--- src/rtl/dispatch_unit_pkg.sv ---
// Shared types and constants for the dispatch stage: ROB sizing, optype codes,
// the held instruction and the issue packet.
package dispatch_unit_pkg;

  localparam int unsigned RobSz = 16;
  localparam int unsigned TagW  = $clog2(RobSz) + 1;

  typedef logic [TagW-1:0] tag_t;

  typedef enum logic [3:0] {
    OptAlu = 4'd0,
    OptLad = 4'd1,
    OptStr = 4'd2
  } optype_e;

  typedef struct packed {
    logic [3:0]  opcode;
    logic [3:0]  optype;
    logic [4:0]  rs1;
    logic [4:0]  rs2;
    logic [4:0]  rd;
    logic [31:0] imm;
    logic [31:0] pc;
  } instr_t;

  typedef struct packed {
    logic [31:0] vj;
    logic [31:0] vk;
    tag_t        qj;
    tag_t        qk;
    logic [3:0]  opcode;
    logic [3:0]  optype;
    tag_t        dest;
    logic [31:0] pc;
    logic [31:0] imm;
    logic [4:0]  rd;
  } issue_t;

  function automatic logic is_mem_op(logic [3:0] optype);
    return (optype == 4'(OptLad)) || (optype == 4'(OptStr));
  endfunction

  // Tags run 1..RobSz; 0 is reserved for "value ready".
  function automatic tag_t tag_next(tag_t t);
    return (t == tag_t'(RobSz)) ? tag_t'(1) : t + tag_t'(1);
  endfunction

endpackage

--- src/rtl/dispatch_unit_if.sv ---
// Bundle of every dispatch-stage signal except clock and reset; master is the
// dispatch side, slave is the surrounding IQ/RF/ROB/RS/LSB/CDB environment.
interface dispatch_unit_if;
  import dispatch_unit_pkg::*;

  logic        rdy;
  logic        reset;
  logic        iq_valid;
  logic        iq_ready;
  logic [3:0]  iq_opcode;
  logic [3:0]  iq_optype;
  logic [4:0]  iq_rs1;
  logic [4:0]  iq_rs2;
  logic [4:0]  iq_rd;
  logic [31:0] iq_imm;
  logic [31:0] iq_pc;
  logic [4:0]  rf_rs1_idx;
  logic [4:0]  rf_rs2_idx;
  logic [31:0] rf_val1;
  logic [31:0] rf_val2;
  tag_t        rf_tag1;
  tag_t        rf_tag2;
  tag_t        rob_q1_tag;
  tag_t        rob_q2_tag;
  logic        rob_q1_rdy;
  logic        rob_q2_rdy;
  logic [31:0] rob_q1_val;
  logic [31:0] rob_q2_val;
  logic        rob_full;
  logic        rs_full;
  logic        lsb_full;
  logic        alu_valid;
  tag_t        alu_tag;
  logic [31:0] alu_res;
  logic        lad_valid;
  tag_t        lad_tag;
  logic [31:0] lad_res;
  logic        run_add;
  logic        run_lsb;
  logic        rob_alloc;
  logic [31:0] out_Vj;
  logic [31:0] out_Vk;
  tag_t        out_Qj;
  tag_t        out_Qk;
  logic [3:0]  out_opcode;
  logic [3:0]  out_optype;
  tag_t        out_Dest;
  logic [31:0] out_pc;
  logic [31:0] out_imm;
  logic [4:0]  out_rd;
  logic        ren_en;
  logic [4:0]  ren_rd;
  tag_t        ren_tag;

  modport master (
    input  rdy, reset, iq_valid, iq_opcode, iq_optype, iq_rs1, iq_rs2, iq_rd, iq_imm, iq_pc,
           rf_val1, rf_val2, rf_tag1, rf_tag2, rob_q1_rdy, rob_q2_rdy, rob_q1_val, rob_q2_val,
           rob_full, rs_full, lsb_full, alu_valid, alu_tag, alu_res, lad_valid, lad_tag, lad_res,
    output iq_ready, rf_rs1_idx, rf_rs2_idx, rob_q1_tag, rob_q2_tag, run_add, run_lsb, rob_alloc,
           out_Vj, out_Vk, out_Qj, out_Qk, out_opcode, out_optype, out_Dest, out_pc, out_imm,
           out_rd, ren_en, ren_rd, ren_tag
  );

  modport slave (
    output rdy, reset, iq_valid, iq_opcode, iq_optype, iq_rs1, iq_rs2, iq_rd, iq_imm, iq_pc,
           rf_val1, rf_val2, rf_tag1, rf_tag2, rob_q1_rdy, rob_q2_rdy, rob_q1_val, rob_q2_val,
           rob_full, rs_full, lsb_full, alu_valid, alu_tag, alu_res, lad_valid, lad_tag, lad_res,
    input  iq_ready, rf_rs1_idx, rf_rs2_idx, rob_q1_tag, rob_q2_tag, run_add, run_lsb, rob_alloc,
           out_Vj, out_Vk, out_Qj, out_Qk, out_opcode, out_optype, out_Dest, out_pc, out_imm,
           out_rd, ren_en, ren_rd, ren_tag
  );

endinterface

--- src/rtl/dispatch_unit_operand_resolve.sv ---
// Resolves one source operand to a value or a producer tag from the last
// rename, the register file, the ROB and both CDB snoop ports.
module dispatch_unit_operand_resolve
  import dispatch_unit_pkg::*;
(
  input  logic [4:0]  idx_i,
  input  logic        byp_v_i,
  input  logic [4:0]  byp_rd_i,
  input  tag_t        byp_tag_i,
  input  logic [31:0] rf_val_i,
  input  tag_t        rf_tag_i,
  input  logic        rob_rdy_i,
  input  logic [31:0] rob_val_i,
  input  logic        alu_valid_i,
  input  tag_t        alu_tag_i,
  input  logic [31:0] alu_res_i,
  input  logic        lad_valid_i,
  input  tag_t        lad_tag_i,
  input  logic [31:0] lad_res_i,
  output logic [31:0] val_o,
  output tag_t        tag_o
);

  always_comb begin
    val_o = '0;
    tag_o = '0;
    if (idx_i != '0) begin
      // The RF has not yet absorbed the rename issued last cycle.
      if (byp_v_i && (byp_rd_i == idx_i)) begin
        tag_o = byp_tag_i;
      end else if (rf_tag_i == '0) begin
        val_o = rf_val_i;
      end else if (rob_rdy_i) begin
        val_o = rob_val_i;
      end else begin
        tag_o = rf_tag_i;
      end
    end
    if ((tag_o != '0) && alu_valid_i && (alu_tag_i == tag_o)) begin
      val_o = alu_res_i;
      tag_o = '0;
    end else if ((tag_o != '0) && lad_valid_i && (lad_tag_i == tag_o)) begin
      val_o = lad_res_i;
      tag_o = '0;
    end
  end

endmodule

--- src/rtl/dispatch_unit.sv ---
// Dispatch stage: holds one decoded instruction, renames rd to a ROB tag,
// resolves rs1/rs2 and issues a registered packet to the RS or the LSB.
module dispatch_unit
  import dispatch_unit_pkg::*;
(
  input  logic            clk,
  input  logic            rst,
  dispatch_unit_if.master bus_io
);

  logic   hold_v_q, hold_v_d;
  instr_t hold_q, hold_d;
  tag_t   next_tag_q, next_tag_d;
  logic   run_add_q, run_add_d;
  logic   run_lsb_q, run_lsb_d;
  logic   rob_alloc_q, rob_alloc_d;
  logic   ren_en_q, ren_en_d;
  logic [4:0] ren_rd_q, ren_rd_d;
  tag_t   ren_tag_q, ren_tag_d;
  issue_t pkt_q, pkt_d;

  logic        mem_op, tgt_full, fire, iq_take;
  logic [31:0] vj, vk;
  tag_t        qj, qk;

  assign bus_io.rf_rs1_idx = hold_q.rs1;
  assign bus_io.rf_rs2_idx = hold_q.rs2;
  assign bus_io.rob_q1_tag = bus_io.rf_tag1;
  assign bus_io.rob_q2_tag = bus_io.rf_tag2;

  // The rename register doubles as the last-rename bypass: both clear on any non-issue cycle.
  dispatch_unit_operand_resolve u_res_j (
    .idx_i       (hold_q.rs1),
    .byp_v_i     (ren_en_q),
    .byp_rd_i    (ren_rd_q),
    .byp_tag_i   (ren_tag_q),
    .rf_val_i    (bus_io.rf_val1),
    .rf_tag_i    (bus_io.rf_tag1),
    .rob_rdy_i   (bus_io.rob_q1_rdy),
    .rob_val_i   (bus_io.rob_q1_val),
    .alu_valid_i (bus_io.alu_valid),
    .alu_tag_i   (bus_io.alu_tag),
    .alu_res_i   (bus_io.alu_res),
    .lad_valid_i (bus_io.lad_valid),
    .lad_tag_i   (bus_io.lad_tag),
    .lad_res_i   (bus_io.lad_res),
    .val_o       (vj),
    .tag_o       (qj)
  );

  dispatch_unit_operand_resolve u_res_k (
    .idx_i       (hold_q.rs2),
    .byp_v_i     (ren_en_q),
    .byp_rd_i    (ren_rd_q),
    .byp_tag_i   (ren_tag_q),
    .rf_val_i    (bus_io.rf_val2),
    .rf_tag_i    (bus_io.rf_tag2),
    .rob_rdy_i   (bus_io.rob_q2_rdy),
    .rob_val_i   (bus_io.rob_q2_val),
    .alu_valid_i (bus_io.alu_valid),
    .alu_tag_i   (bus_io.alu_tag),
    .alu_res_i   (bus_io.alu_res),
    .lad_valid_i (bus_io.lad_valid),
    .lad_tag_i   (bus_io.lad_tag),
    .lad_res_i   (bus_io.lad_res),
    .val_o       (vk),
    .tag_o       (qk)
  );

  // Last cycle's issue pulse covers a full flag that has not caught up yet.
  assign mem_op   = is_mem_op(hold_q.optype);
  assign tgt_full = mem_op ? (bus_io.lsb_full | run_lsb_q) : (bus_io.rs_full | run_add_q);
  assign fire     = hold_v_q & ~bus_io.rob_full & ~rob_alloc_q & ~tgt_full;
  assign iq_take  = bus_io.iq_valid & bus_io.iq_ready;

  assign bus_io.iq_ready = ~hold_v_q | fire;

  always_comb begin
    hold_v_d    = hold_v_q;
    hold_d      = hold_q;
    next_tag_d  = next_tag_q;
    run_add_d   = run_add_q;
    run_lsb_d   = run_lsb_q;
    rob_alloc_d = rob_alloc_q;
    ren_en_d    = ren_en_q;
    ren_rd_d    = ren_rd_q;
    ren_tag_d   = ren_tag_q;
    pkt_d       = pkt_q;
    if (bus_io.rdy) begin
      if (bus_io.reset) begin
        hold_v_d    = 1'b0;
        next_tag_d  = tag_t'(1);
        run_add_d   = 1'b0;
        run_lsb_d   = 1'b0;
        rob_alloc_d = 1'b0;
        ren_en_d    = 1'b0;
      end else begin
        run_add_d   = fire & ~mem_op;
        run_lsb_d   = fire & mem_op;
        rob_alloc_d = fire;
        ren_en_d    = fire & (hold_q.rd != '0);
        if (fire) begin
          pkt_d = '{vj: vj, vk: vk, qj: qj, qk: qk, opcode: hold_q.opcode,
                    optype: hold_q.optype, dest: next_tag_q, pc: hold_q.pc,
                    imm: hold_q.imm, rd: hold_q.rd};
          next_tag_d = tag_next(next_tag_q);
          hold_v_d   = 1'b0;
          if (hold_q.rd != '0) begin
            ren_rd_d  = hold_q.rd;
            ren_tag_d = next_tag_q;
          end
        end
        if (iq_take) begin
          hold_v_d = 1'b1;
          hold_d   = '{opcode: bus_io.iq_opcode, optype: bus_io.iq_optype, rs1: bus_io.iq_rs1,
                       rs2: bus_io.iq_rs2, rd: bus_io.iq_rd, imm: bus_io.iq_imm,
                       pc: bus_io.iq_pc};
        end
      end
    end
  end

  always_ff @(posedge clk) begin
    if (rst) begin
      hold_v_q    <= 1'b0;
      hold_q      <= '0;
      next_tag_q  <= tag_t'(1);
      run_add_q   <= 1'b0;
      run_lsb_q   <= 1'b0;
      rob_alloc_q <= 1'b0;
      ren_en_q    <= 1'b0;
      ren_rd_q    <= '0;
      ren_tag_q   <= '0;
      pkt_q       <= '0;
    end else begin
      hold_v_q    <= hold_v_d;
      hold_q      <= hold_d;
      next_tag_q  <= next_tag_d;
      run_add_q   <= run_add_d;
      run_lsb_q   <= run_lsb_d;
      rob_alloc_q <= rob_alloc_d;
      ren_en_q    <= ren_en_d;
      ren_rd_q    <= ren_rd_d;
      ren_tag_q   <= ren_tag_d;
      pkt_q       <= pkt_d;
    end
  end

  assign bus_io.run_add    = run_add_q;
  assign bus_io.run_lsb    = run_lsb_q;
  assign bus_io.rob_alloc  = rob_alloc_q;
  assign bus_io.ren_en     = ren_en_q;
  assign bus_io.ren_rd     = ren_rd_q;
  assign bus_io.ren_tag    = ren_tag_q;
  assign bus_io.out_Vj     = pkt_q.vj;
  assign bus_io.out_Vk     = pkt_q.vk;
  assign bus_io.out_Qj     = pkt_q.qj;
  assign bus_io.out_Qk     = pkt_q.qk;
  assign bus_io.out_opcode = pkt_q.opcode;
  assign bus_io.out_optype = pkt_q.optype;
  assign bus_io.out_Dest   = pkt_q.dest;
  assign bus_io.out_pc     = pkt_q.pc;
  assign bus_io.out_imm    = pkt_q.imm;
  assign bus_io.out_rd     = pkt_q.rd;

endmodule

--- src/flat_wrapper.sv ---
// flat-port wrapper written by rule: the top's interface ports become plain ports
module dispatch_unit_flat import dispatch_unit_pkg::*;
  (clk, rst, bus_io_rdy, bus_io_reset, bus_io_iq_valid, bus_io_iq_opcode, bus_io_iq_optype, bus_io_iq_rs1, bus_io_iq_rs2, bus_io_iq_rd, bus_io_iq_imm, bus_io_iq_pc, bus_io_rf_val1, bus_io_rf_val2, bus_io_rf_tag1, bus_io_rf_tag2, bus_io_rob_q1_rdy, bus_io_rob_q2_rdy, bus_io_rob_q1_val, bus_io_rob_q2_val, bus_io_rob_full, bus_io_rs_full, bus_io_lsb_full, bus_io_alu_valid, bus_io_alu_tag, bus_io_alu_res, bus_io_lad_valid, bus_io_lad_tag, bus_io_lad_res, bus_io_iq_ready, bus_io_rf_rs1_idx, bus_io_rf_rs2_idx, bus_io_rob_q1_tag, bus_io_rob_q2_tag, bus_io_run_add, bus_io_run_lsb, bus_io_rob_alloc, bus_io_out_Vj, bus_io_out_Vk, bus_io_out_Qj, bus_io_out_Qk, bus_io_out_opcode, bus_io_out_optype, bus_io_out_Dest, bus_io_out_pc, bus_io_out_imm, bus_io_out_rd, bus_io_ren_en, bus_io_ren_rd, bus_io_ren_tag);
  dispatch_unit_if bus_io_i ();
  input  logic clk;
  input  logic rst;
  input wire logic [$bits(bus_io_i.rdy)-1:0] bus_io_rdy;
  input wire logic [$bits(bus_io_i.reset)-1:0] bus_io_reset;
  input wire logic [$bits(bus_io_i.iq_valid)-1:0] bus_io_iq_valid;
  input wire logic [$bits(bus_io_i.iq_opcode)-1:0] bus_io_iq_opcode;
  input wire logic [$bits(bus_io_i.iq_optype)-1:0] bus_io_iq_optype;
  input wire logic [$bits(bus_io_i.iq_rs1)-1:0] bus_io_iq_rs1;
  input wire logic [$bits(bus_io_i.iq_rs2)-1:0] bus_io_iq_rs2;
  input wire logic [$bits(bus_io_i.iq_rd)-1:0] bus_io_iq_rd;
  input wire logic [$bits(bus_io_i.iq_imm)-1:0] bus_io_iq_imm;
  input wire logic [$bits(bus_io_i.iq_pc)-1:0] bus_io_iq_pc;
  input wire logic [$bits(bus_io_i.rf_val1)-1:0] bus_io_rf_val1;
  input wire logic [$bits(bus_io_i.rf_val2)-1:0] bus_io_rf_val2;
  input wire logic [$bits(bus_io_i.rf_tag1)-1:0] bus_io_rf_tag1;
  input wire logic [$bits(bus_io_i.rf_tag2)-1:0] bus_io_rf_tag2;
  input wire logic [$bits(bus_io_i.rob_q1_rdy)-1:0] bus_io_rob_q1_rdy;
  input wire logic [$bits(bus_io_i.rob_q2_rdy)-1:0] bus_io_rob_q2_rdy;
  input wire logic [$bits(bus_io_i.rob_q1_val)-1:0] bus_io_rob_q1_val;
  input wire logic [$bits(bus_io_i.rob_q2_val)-1:0] bus_io_rob_q2_val;
  input wire logic [$bits(bus_io_i.rob_full)-1:0] bus_io_rob_full;
  input wire logic [$bits(bus_io_i.rs_full)-1:0] bus_io_rs_full;
  input wire logic [$bits(bus_io_i.lsb_full)-1:0] bus_io_lsb_full;
  input wire logic [$bits(bus_io_i.alu_valid)-1:0] bus_io_alu_valid;
  input wire logic [$bits(bus_io_i.alu_tag)-1:0] bus_io_alu_tag;
  input wire logic [$bits(bus_io_i.alu_res)-1:0] bus_io_alu_res;
  input wire logic [$bits(bus_io_i.lad_valid)-1:0] bus_io_lad_valid;
  input wire logic [$bits(bus_io_i.lad_tag)-1:0] bus_io_lad_tag;
  input wire logic [$bits(bus_io_i.lad_res)-1:0] bus_io_lad_res;
  output wire logic [$bits(bus_io_i.iq_ready)-1:0] bus_io_iq_ready;
  output wire logic [$bits(bus_io_i.rf_rs1_idx)-1:0] bus_io_rf_rs1_idx;
  output wire logic [$bits(bus_io_i.rf_rs2_idx)-1:0] bus_io_rf_rs2_idx;
  output wire logic [$bits(bus_io_i.rob_q1_tag)-1:0] bus_io_rob_q1_tag;
  output wire logic [$bits(bus_io_i.rob_q2_tag)-1:0] bus_io_rob_q2_tag;
  output wire logic [$bits(bus_io_i.run_add)-1:0] bus_io_run_add;
  output wire logic [$bits(bus_io_i.run_lsb)-1:0] bus_io_run_lsb;
  output wire logic [$bits(bus_io_i.rob_alloc)-1:0] bus_io_rob_alloc;
  output wire logic [$bits(bus_io_i.out_Vj)-1:0] bus_io_out_Vj;
  output wire logic [$bits(bus_io_i.out_Vk)-1:0] bus_io_out_Vk;
  output wire logic [$bits(bus_io_i.out_Qj)-1:0] bus_io_out_Qj;
  output wire logic [$bits(bus_io_i.out_Qk)-1:0] bus_io_out_Qk;
  output wire logic [$bits(bus_io_i.out_opcode)-1:0] bus_io_out_opcode;
  output wire logic [$bits(bus_io_i.out_optype)-1:0] bus_io_out_optype;
  output wire logic [$bits(bus_io_i.out_Dest)-1:0] bus_io_out_Dest;
  output wire logic [$bits(bus_io_i.out_pc)-1:0] bus_io_out_pc;
  output wire logic [$bits(bus_io_i.out_imm)-1:0] bus_io_out_imm;
  output wire logic [$bits(bus_io_i.out_rd)-1:0] bus_io_out_rd;
  output wire logic [$bits(bus_io_i.ren_en)-1:0] bus_io_ren_en;
  output wire logic [$bits(bus_io_i.ren_rd)-1:0] bus_io_ren_rd;
  output wire logic [$bits(bus_io_i.ren_tag)-1:0] bus_io_ren_tag;
  assign bus_io_i.rdy = bus_io_rdy;
  assign bus_io_i.reset = bus_io_reset;
  assign bus_io_i.iq_valid = bus_io_iq_valid;
  assign bus_io_i.iq_opcode = bus_io_iq_opcode;
  assign bus_io_i.iq_optype = bus_io_iq_optype;
  assign bus_io_i.iq_rs1 = bus_io_iq_rs1;
  assign bus_io_i.iq_rs2 = bus_io_iq_rs2;
  assign bus_io_i.iq_rd = bus_io_iq_rd;
  assign bus_io_i.iq_imm = bus_io_iq_imm;
  assign bus_io_i.iq_pc = bus_io_iq_pc;
  assign bus_io_i.rf_val1 = bus_io_rf_val1;
  assign bus_io_i.rf_val2 = bus_io_rf_val2;
  assign bus_io_i.rf_tag1 = bus_io_rf_tag1;
  assign bus_io_i.rf_tag2 = bus_io_rf_tag2;
  assign bus_io_i.rob_q1_rdy = bus_io_rob_q1_rdy;
  assign bus_io_i.rob_q2_rdy = bus_io_rob_q2_rdy;
  assign bus_io_i.rob_q1_val = bus_io_rob_q1_val;
  assign bus_io_i.rob_q2_val = bus_io_rob_q2_val;
  assign bus_io_i.rob_full = bus_io_rob_full;
  assign bus_io_i.rs_full = bus_io_rs_full;
  assign bus_io_i.lsb_full = bus_io_lsb_full;
  assign bus_io_i.alu_valid = bus_io_alu_valid;
  assign bus_io_i.alu_tag = bus_io_alu_tag;
  assign bus_io_i.alu_res = bus_io_alu_res;
  assign bus_io_i.lad_valid = bus_io_lad_valid;
  assign bus_io_i.lad_tag = bus_io_lad_tag;
  assign bus_io_i.lad_res = bus_io_lad_res;
  assign bus_io_iq_ready = bus_io_i.iq_ready;
  assign bus_io_rf_rs1_idx = bus_io_i.rf_rs1_idx;
  assign bus_io_rf_rs2_idx = bus_io_i.rf_rs2_idx;
  assign bus_io_rob_q1_tag = bus_io_i.rob_q1_tag;
  assign bus_io_rob_q2_tag = bus_io_i.rob_q2_tag;
  assign bus_io_run_add = bus_io_i.run_add;
  assign bus_io_run_lsb = bus_io_i.run_lsb;
  assign bus_io_rob_alloc = bus_io_i.rob_alloc;
  assign bus_io_out_Vj = bus_io_i.out_Vj;
  assign bus_io_out_Vk = bus_io_i.out_Vk;
  assign bus_io_out_Qj = bus_io_i.out_Qj;
  assign bus_io_out_Qk = bus_io_i.out_Qk;
  assign bus_io_out_opcode = bus_io_i.out_opcode;
  assign bus_io_out_optype = bus_io_i.out_optype;
  assign bus_io_out_Dest = bus_io_i.out_Dest;
  assign bus_io_out_pc = bus_io_i.out_pc;
  assign bus_io_out_imm = bus_io_i.out_imm;
  assign bus_io_out_rd = bus_io_i.out_rd;
  assign bus_io_ren_en = bus_io_i.ren_en;
  assign bus_io_ren_rd = bus_io_i.ren_rd;
  assign bus_io_ren_tag = bus_io_i.ren_tag;
  dispatch_unit u_core (.clk(clk), .rst(rst), .bus_io(bus_io_i));
endmodule
--- config.mk ---
export PLATFORM = sky130hd
export DESIGN_NAME = dispatch_unit_flat
export DESIGN_NICKNAME = d
export VERILOG_FILES = /design/src/rtl/dispatch_unit_pkg.sv /design/src/rtl/dispatch_unit_if.sv /design/src/rtl/dispatch_unit_operand_resolve.sv /design/src/rtl/dispatch_unit.sv /design/src/flat_wrapper.sv
export SDC_FILE = /design/constraint.sdc
export NUM_CORES = 1
export LEC_CHECK = 0
export ABC_CLOCK_PERIOD_IN_PS = 5810
export CORE_AREA = 8 8 190 192
export DETAILED_ROUTE_END_ITERATION = 6
export DIE_AREA = 0 0 198 200
export GPL_TIMING_DRIVEN = 1
export PLACE_DENSITY = 0.8
export SYNTH_ARGS = -nofsm -noshare
export SYNTH_HDL_FRONTEND = slang
export SYNTH_SLANG_ARGS = --single-unit
--- constraint.sdc ---
create_clock -name clk -period 5.81 [get_ports clk]
set_input_delay 0.8715 -clock clk [delete_from_list [all_inputs] [get_ports clk]]
set_output_delay 0.8715 -clock clk [all_outputs]
set_load 0.02 [all_outputs]
==> out/results.txt, run 1 <==
outcome -> finished clean
Crit path largest cell delay -> 0.70 ns
worst rel slew slack -> 17.3%
top cells by area, synth -> dfxtp_1 40%, nand2_1 15%, a21oi_1 7.2%, nor3b_1 3.7%, clkbuf_1 3.3%
vias in the first global route -> 14200
final WL -> 57.4 mm
routed length on met1 -> 21.3 mm
largest net degree at the start of global routing -> 115
Avg Cell Area, Syn -> 7.40 sq um
WL met2 -> 26.8 mm
gr usage total -> 27.1%
measured slew at the worst slew-check pin -> 1.24 ns
max_cap viols -> 0
EDFF count, synth -> 0
Routed Antenna Nets -> 0
TritonCTS Buffers -> 30
top sig layer -> met4
PortBufs -> 501
Starting Density -> 39.6%
leakage -> 0.00648 uW
initial DRC count -> 1108
DR WL/cell -> 21.8 microns
register area -> 5270 sq um
clock sink count -> 263
Yosys cell types -> 66
FF-to-FF setup slack -> 2.13 ns
Worst Path Arrival -> 3.10 ns
CTS tree -> yes
DP HPWL -> 41.8 mm
total congestion overflow -> 0
Die H -> 200 microns
die width -> 198 microns
Layout Skew -> 0.0324 ns
path depth of the worst reg2reg path -> 7
CTS Hold Bufs -> 0
final instance area -> 19100 sq um
clk buf depth -> 3
Cell Int Power -> 3200 uW
WP data required -> 4.94 ns
total number of vias -> 14800
Most common cell on crit path -> clkdlybuf4s50_1
RD Place Congestion -> 0.978
endpoints failing setup -> 0
Synthesis Warnings -> 0
Core ar. -> 33100 sq um
WL met3 -> 6.31 mm
crit-path cells -> clkdlybuf4s50_1, or4_1, a21oi_1, nand2b_1, clkdlybuf4s50_1
final hold vios -> 0
syn nets -> 2085
Combinational Power Share -> 12.8%
Area Growth Syn to Fin -> 45.9%
Hold Crit Class -> flop to flop
synth cell count leaders -> 528 x nand2_1, 263 x dfxtp_1, 189 x a21oi_1
Pre-antenna DRT Iters -> 6
clock slew at the register clock pins of the worst setup and hold paths -> 0.06 ns
area of the multi-input gates -> 7040 sq um
Most used DFF post-synth -> dfxtp_1
RR Endpoint -> u_core.bus_io.out_Vj[17]
RSZ-0062 raised after global routing -> no
cells after synthesis -> 1772
area leader, netlist -> dfxtp_1
Resize count post-CTS -> 0
setup bufs post-CTS -> 0
Crit Path Max Fanout -> 4
sw frac -> 25.6%
setup TNS -> 0 ns
worst-skew pair later-pin latency -> 0.58 ns
Peak VDD IR -> 0.000238 V
placed cell area -> 18100 sq um
initial antenna violation count -> 8
Net Sw Power -> 1100 uW
Clk network pwr share -> 44.4%
Fmax achieved -> 252 MHz
synthesized area -> 13100 sq um
sequential fraction of the synthesis area -> 40.2%
Yosys top cell area share -> 40.2%
max-slew violation count -> 0
top-count cell post-synth -> nand2_1
I/O Pins -> 502
first-pass GRT wire length -> 84.8 mm
fraction of layout cells with a size suffix above 1 -> 4.78%
Setup CP Type -> input pin to output pin
Final Cycle Share -> 68.4%
Root Driver -> clkbuf_16
Critical R2R Launch -> u_core.hold_q[81]
Synth async-reset ratio -> 0%
Power Density -> 225 nW/um^2
Worst setup startpoint -> bus_io_lsb_full
Sequential Power Share -> 42.8%
fillers -> 2984
Critical Path End -> bus_io_iq_ready
die area -> 39600 sq um
slowest CP cell -> clkdlybuf4s50_1
drt drc -> 0
Rows -> 67
crit end category -> output pin
H-tree depth -> 1
vias per cell -> 5.63
#FFs+latches synth -> 263
Final nets -> 2465
Setup crit start kind -> input pin
post-layout min period -> 3.97 ns
## stage by stage
| stage | hold slack (ns) | setup WS [ns] | power (uW) | util, % | instances |
|---|---|---|---|---|---|
| 4_1_cts | 0.454 | 1.86 | 4320 | 57.7 | 2623 |
| 3_5_place_dp | 0.446 | 1.45 | 2420 | 54.7 | 2568 |
| 6_report | 0.453 | 1.84 | 4300 | 57.8 | 2631 |
| 5_1_grt | 0.462 | 1.67 | 4430 | 57.8 | 2630 |
| 2_1_floorplan | 0.432 | 3.01 | 2100 | - | 1772 |
| 3_3_place_gp | 0.436 | 1.54 | 2420 | 54.7 | 2568 |
## layout make-up
cell class	count	area share, %
Multi-Input combinational cell	1317	36.8
Sequential cell	263	27.5
Timing Repair Buffer	523	27.0
Clock buffer	35	4.23
Tap cell	448	2.93
Clock inverter	20	1.02
Inverter	17	0.334
Antenna cell	8	0.105
## routing by layer
layer  track usage (%)  vias to the layer above
li1                  -                     6916
met1              31.8                     6935
met2              44.6                      809
met3              7.83                      146
met4              14.2                        0
met5                 0                        -
## worst min-delay path by stage
stage,from,to,slack (ns),depth (start not counted)
after floorplan,u_core.hold_q[32],u_core.bus_io.out_imm[0],0.43,2
after global placement,u_core.hold_q[51],u_core.bus_io.out_imm[19],0.44,2
after detailed placement,u_core.hold_q[16],u_core.bus_io.out_pc[16],0.45,2
after CTS,u_core.bus_io.out_imm[0],u_core.bus_io.out_imm[0],0.45,2
after global routing,u_core.hold_q[19],u_core.bus_io.out_pc[19],0.46,2
final,u_core.hold_q[12],u_core.hold_q[12],0.45,2
## power by group through the flow
| stage | Sequential, uW | Clock, uW | Combinational (uW) |
|---|---|---|---|
| floorplan | 1880 | 0 | 225 |
| global placement | 1880 | 0 | 538 |
| detailed placement | 1880 | 0 | 541 |
| CTS | 1840 | 1940 | 545 |
| global route | 1840 | 2000 | 586 |
| finish | 1840 | 1910 | 550 |
## logic make-up after synthesis
| group | count (synthesis) | synth area share (%) |
|---|---|---|
| compound gates | 461 | 23.0 |
| buf+inv | 192 | 6.61 |
| flops | 263 | 40.2 |
| simple gates | 822 | 27.8 |
| fa+ha+maj | 2 | 0.191 |
| mux | 10 | 0.763 |
| xor+xnor | 22 | 1.47 |
## registers in the layout, indices dropped and copies added, names as in the netlist
register	cells
u_core.bus_io.out_optype	4
u_core.bus_io.run_lsb	1
u_core.bus_io.out_Vk	32
u_core.bus_io.out_Dest	5
u_core.bus_io.out_imm	32
u_core.bus_io.out_rd	5
u_core.bus_io.rob_alloc	1
u_core.bus_io.rf_rs1_idx	5
u_core.bus_io.out_Qk	5
u_core.bus_io.out_Qj	5
u_core.bus_io.out_Vj	32
u_core.bus_io.run_add	1
u_core.bus_io.out_opcode	4
u_core.hold_q	77
u_core.bus_io.ren_tag	5
u_core.next_tag_q	5
u_core.bus_io.out_pc	32
u_core.bus_io.rf_rs2_idx	5
u_core.hold_v_q	1
u_core.bus_io.ren_rd	5
u_core.bus_io.ren_en	1
## worst max-delay path: cells and delay by family
family | cells | cell delay, ns
AND/OR/NAND/NOR | 2 | 0.76
buffers and inverters | 2 | 1.11
AO/OA/AOI/OAI | 1 | 0.35
## placed cells by master, fill, tap and decap left out, types with 4 or more instances in the layout
cell / netlist / layout
clkinv_2: 0 / 8
clkbuf_8: 0 / 5
nand3b_1: 4 / 4
a22o_1: 5 / 5
nor3b_1: 64 / 64
o211ai_1: 4 / 4
or2_2: 4 / 4
o22ai_1: 5 / 5
dfxtp_1: 263 / 263
diode_2: 0 / 8
nand4_1: 36 / 36
a311o_1: 32 / 32
a21oi_1: 189 / 189
clkinvlp_4: 0 / 4
a22oi_1: 4 / 4
inv_1: 17 / 17
buf_4: 24 / 22
o41ai_1: 5 / 5
nand3_1: 40 / 39
nand2b_1: 9 / 9
clkbuf_16: 0 / 30
and2_1: 6 / 5
a221o_1: 32 / 32
xnor2_1: 14 / 14
a31oi_1: 42 / 42
a211oi_1: 6 / 6
a21o_1: 33 / 33
mux2i_1: 10 / 10
or4_1: 4 / 4
nand2_1: 528 / 527
xor2_1: 8 / 8
nor3_1: 7 / 7
clkdlybuf4s50_1: 0 / 498
o21ai_0: 76 / 76
nor2_1: 95 / 94
Note: power is estimated with default switching activity, not from simulation.
==> inputs of run 2 (changes only) <==
ABC_CLOCK_PERIOD_IN_PS = 4150   (was 5810)
CORE_AREA = 8 8 191 193   (was 8 8 190 192)
DIE_AREA = 0 0 199 201   (was 0 0 198 200)
PLACE_DENSITY = 0.79   (was 0.8)
clock period = 4.15 ns   (was 5.81 ns; I/O delays follow)
==> run 2 against run 1 <==
  * Final cell count is 0.19% higher
  * Clock skew decreased by 0.013 ns
  * Global-route usage down 0.066 points
  * Highest routed layer is now met5
==> out/results.txt, run 2 (synthesis results as in run 1) <==
Worst Path Arrival -> 3.00 ns
Final nets -> 2474
total number of vias -> 14800
Fmax achieved -> 276 MHz
initial DRC count -> 1139
first-pass GRT wire length -> 85.7 mm
PortBufs -> 501
Setup CP Type -> flop to output pin
Crit Path Max Fanout -> 4
die area -> 40000 sq um
leading cell type in the layout, fill and taps excluded -> nand2_1
Area Growth Syn to Fin -> 46.7%
Crit path largest cell delay -> 0.68 ns
slowest CP cell -> clkdlybuf4s50_1
Core ar. -> 33300 sq um
Rows -> 67
Resize count post-CTS -> 0
flip-flop count of the largest register after layout -> 77
H-tree depth -> 1
commonest cells after routing, fill and taps aside -> 527 x nand2_1, 498 x clkdlybuf4s50_1, 263 x dfxtp_1
Power Density -> 308 nW/um^2
Layout Skew -> 0.0194 ns
Final Cycle Share -> 87.4%
initial antenna violation count -> 12
CTS Hold Bufs -> 0
largest net degree at the start of global routing -> 169
Setup crit start kind -> flop
final hold vios -> 0
CTS tree -> yes
worst-skew pair later-pin latency -> 0.55 ns
Routed Antenna Nets -> 0
worst rel slew slack -> 27.0%
RD Place Congestion -> 0.935
Root Driver -> clkbuf_16
RSZ-0062 raised after global routing -> no
measured slew at the worst slew-check pin -> 1.09 ns
setup TNS -> 0 ns
Biggest register -> u_core.hold_q
final WL -> 58.0 mm
crit end category -> output pin
TritonCTS Buffers -> 29
die width -> 199 microns
Crit path max-delay family -> simple AND/OR/NAND/NOR gates
WP data required -> 3.53 ns
crit-path cells -> or2_1, or4_1, a21oi_1, nand2b_1, clkdlybuf4s50_1
total congestion overflow -> 0
I/O Pins -> 502
clock slew at the register clock pins of the worst setup and hold paths -> 0.06 ns
max-slew violation count -> 0
Die H -> 201 microns
clk buf depth -> 3
Starting Density -> 39.4%
Peak VDD IR -> 0.000277 V
fraction of layout cells with a size suffix above 1 -> 4.91%
DP HPWL -> 42.6 mm
CP Buf/Inv Count -> 1
clock sink count -> 263
Pre-antenna DRT Iters -> 6
outcome -> finished clean
Hold Crit Class -> flop to flop
DR WL/cell -> 22.0 microns
leakage -> 0.00652 uW
Overall Power -> 5930 uW
vias in the first global route -> 14200
vias per cell -> 5.63
max_cap viols -> 0
post-layout min period -> 3.63 ns
endpoints failing setup -> 0
gr usage total -> 27.0%
setup bufs post-CTS -> 0
drt drc -> 0
run 2: path summary, 6_finish.rpt:
kind / start / to / slack, ns / cells past startpoint
setup / recovery: u_core.hold_q[81] / bus_io_iq_ready / 0.52 / 5
hold / removal: u_core.hold_q[40] / u_core.bus_io.out_imm[8] / 0.45 / 2
setup reg to reg: u_core.bus_io.rf_rs2_idx[4] / u_core.bus_io.out_Vk[15] / 0.69 / 9
hold reg to reg: u_core.hold_q[40] / u_core.bus_io.out_imm[8] / 0.45 / 2
run 2: final cells by class:
cell class | count | area (sq um)
multi-input cells | 1317 | 7040
clock buffers | 37 | 806
well taps | 448 | 561
diodes | 8 | 20.0
clock inverters | 13 | 138
fillers | 3017 | 14000
repair buffers | 533 | 5340
inverters | 17 | 63.8
flip-flops and latches | 263 | 5270
run 2: where the power goes:
part | switching, uW | leakage (uW) | internal [uW]
clock network | 1070 | 0.000459 | 1490
registers | 20.8 | 0.00212 | 2560
logic | 390 | 0.00394 | 394
run 2: tightest hold or removal path, stage by stage, from the launching register on:
cell     delay, ns
dfxtp_1       0.31
nand2_1       0.05
a21oi_1       0.05
run 2: metal layers:
layer	share of wire, %	vias up	global-route usage [%]
li1	-	6917	-
met1	36	7061	30.6
met3	11	131	7.36
met4	4.0	8	11.4
met5	0.091	-	0
met2	49	723	46.8
run 2: stage by stage:
stage / util [%] / instances / setup WS (ns) / hold slack, ns / cell area [sq um]
2_1_floorplan: - / 1772 / 1.60 / 0.432 / 13100
3_3_place_gp: 54.9 / 2578 / 0.683 / 0.434 / 18300
3_5_place_dp: 54.9 / 2578 / 0.588 / 0.442 / 18300
4_1_cts: 57.7 / 2628 / 0.515 / 0.451 / 19200
5_1_grt: 57.8 / 2636 / 0.412 / 0.459 / 19200
6_report: 57.8 / 2636 / 0.523 / 0.450 / 19200
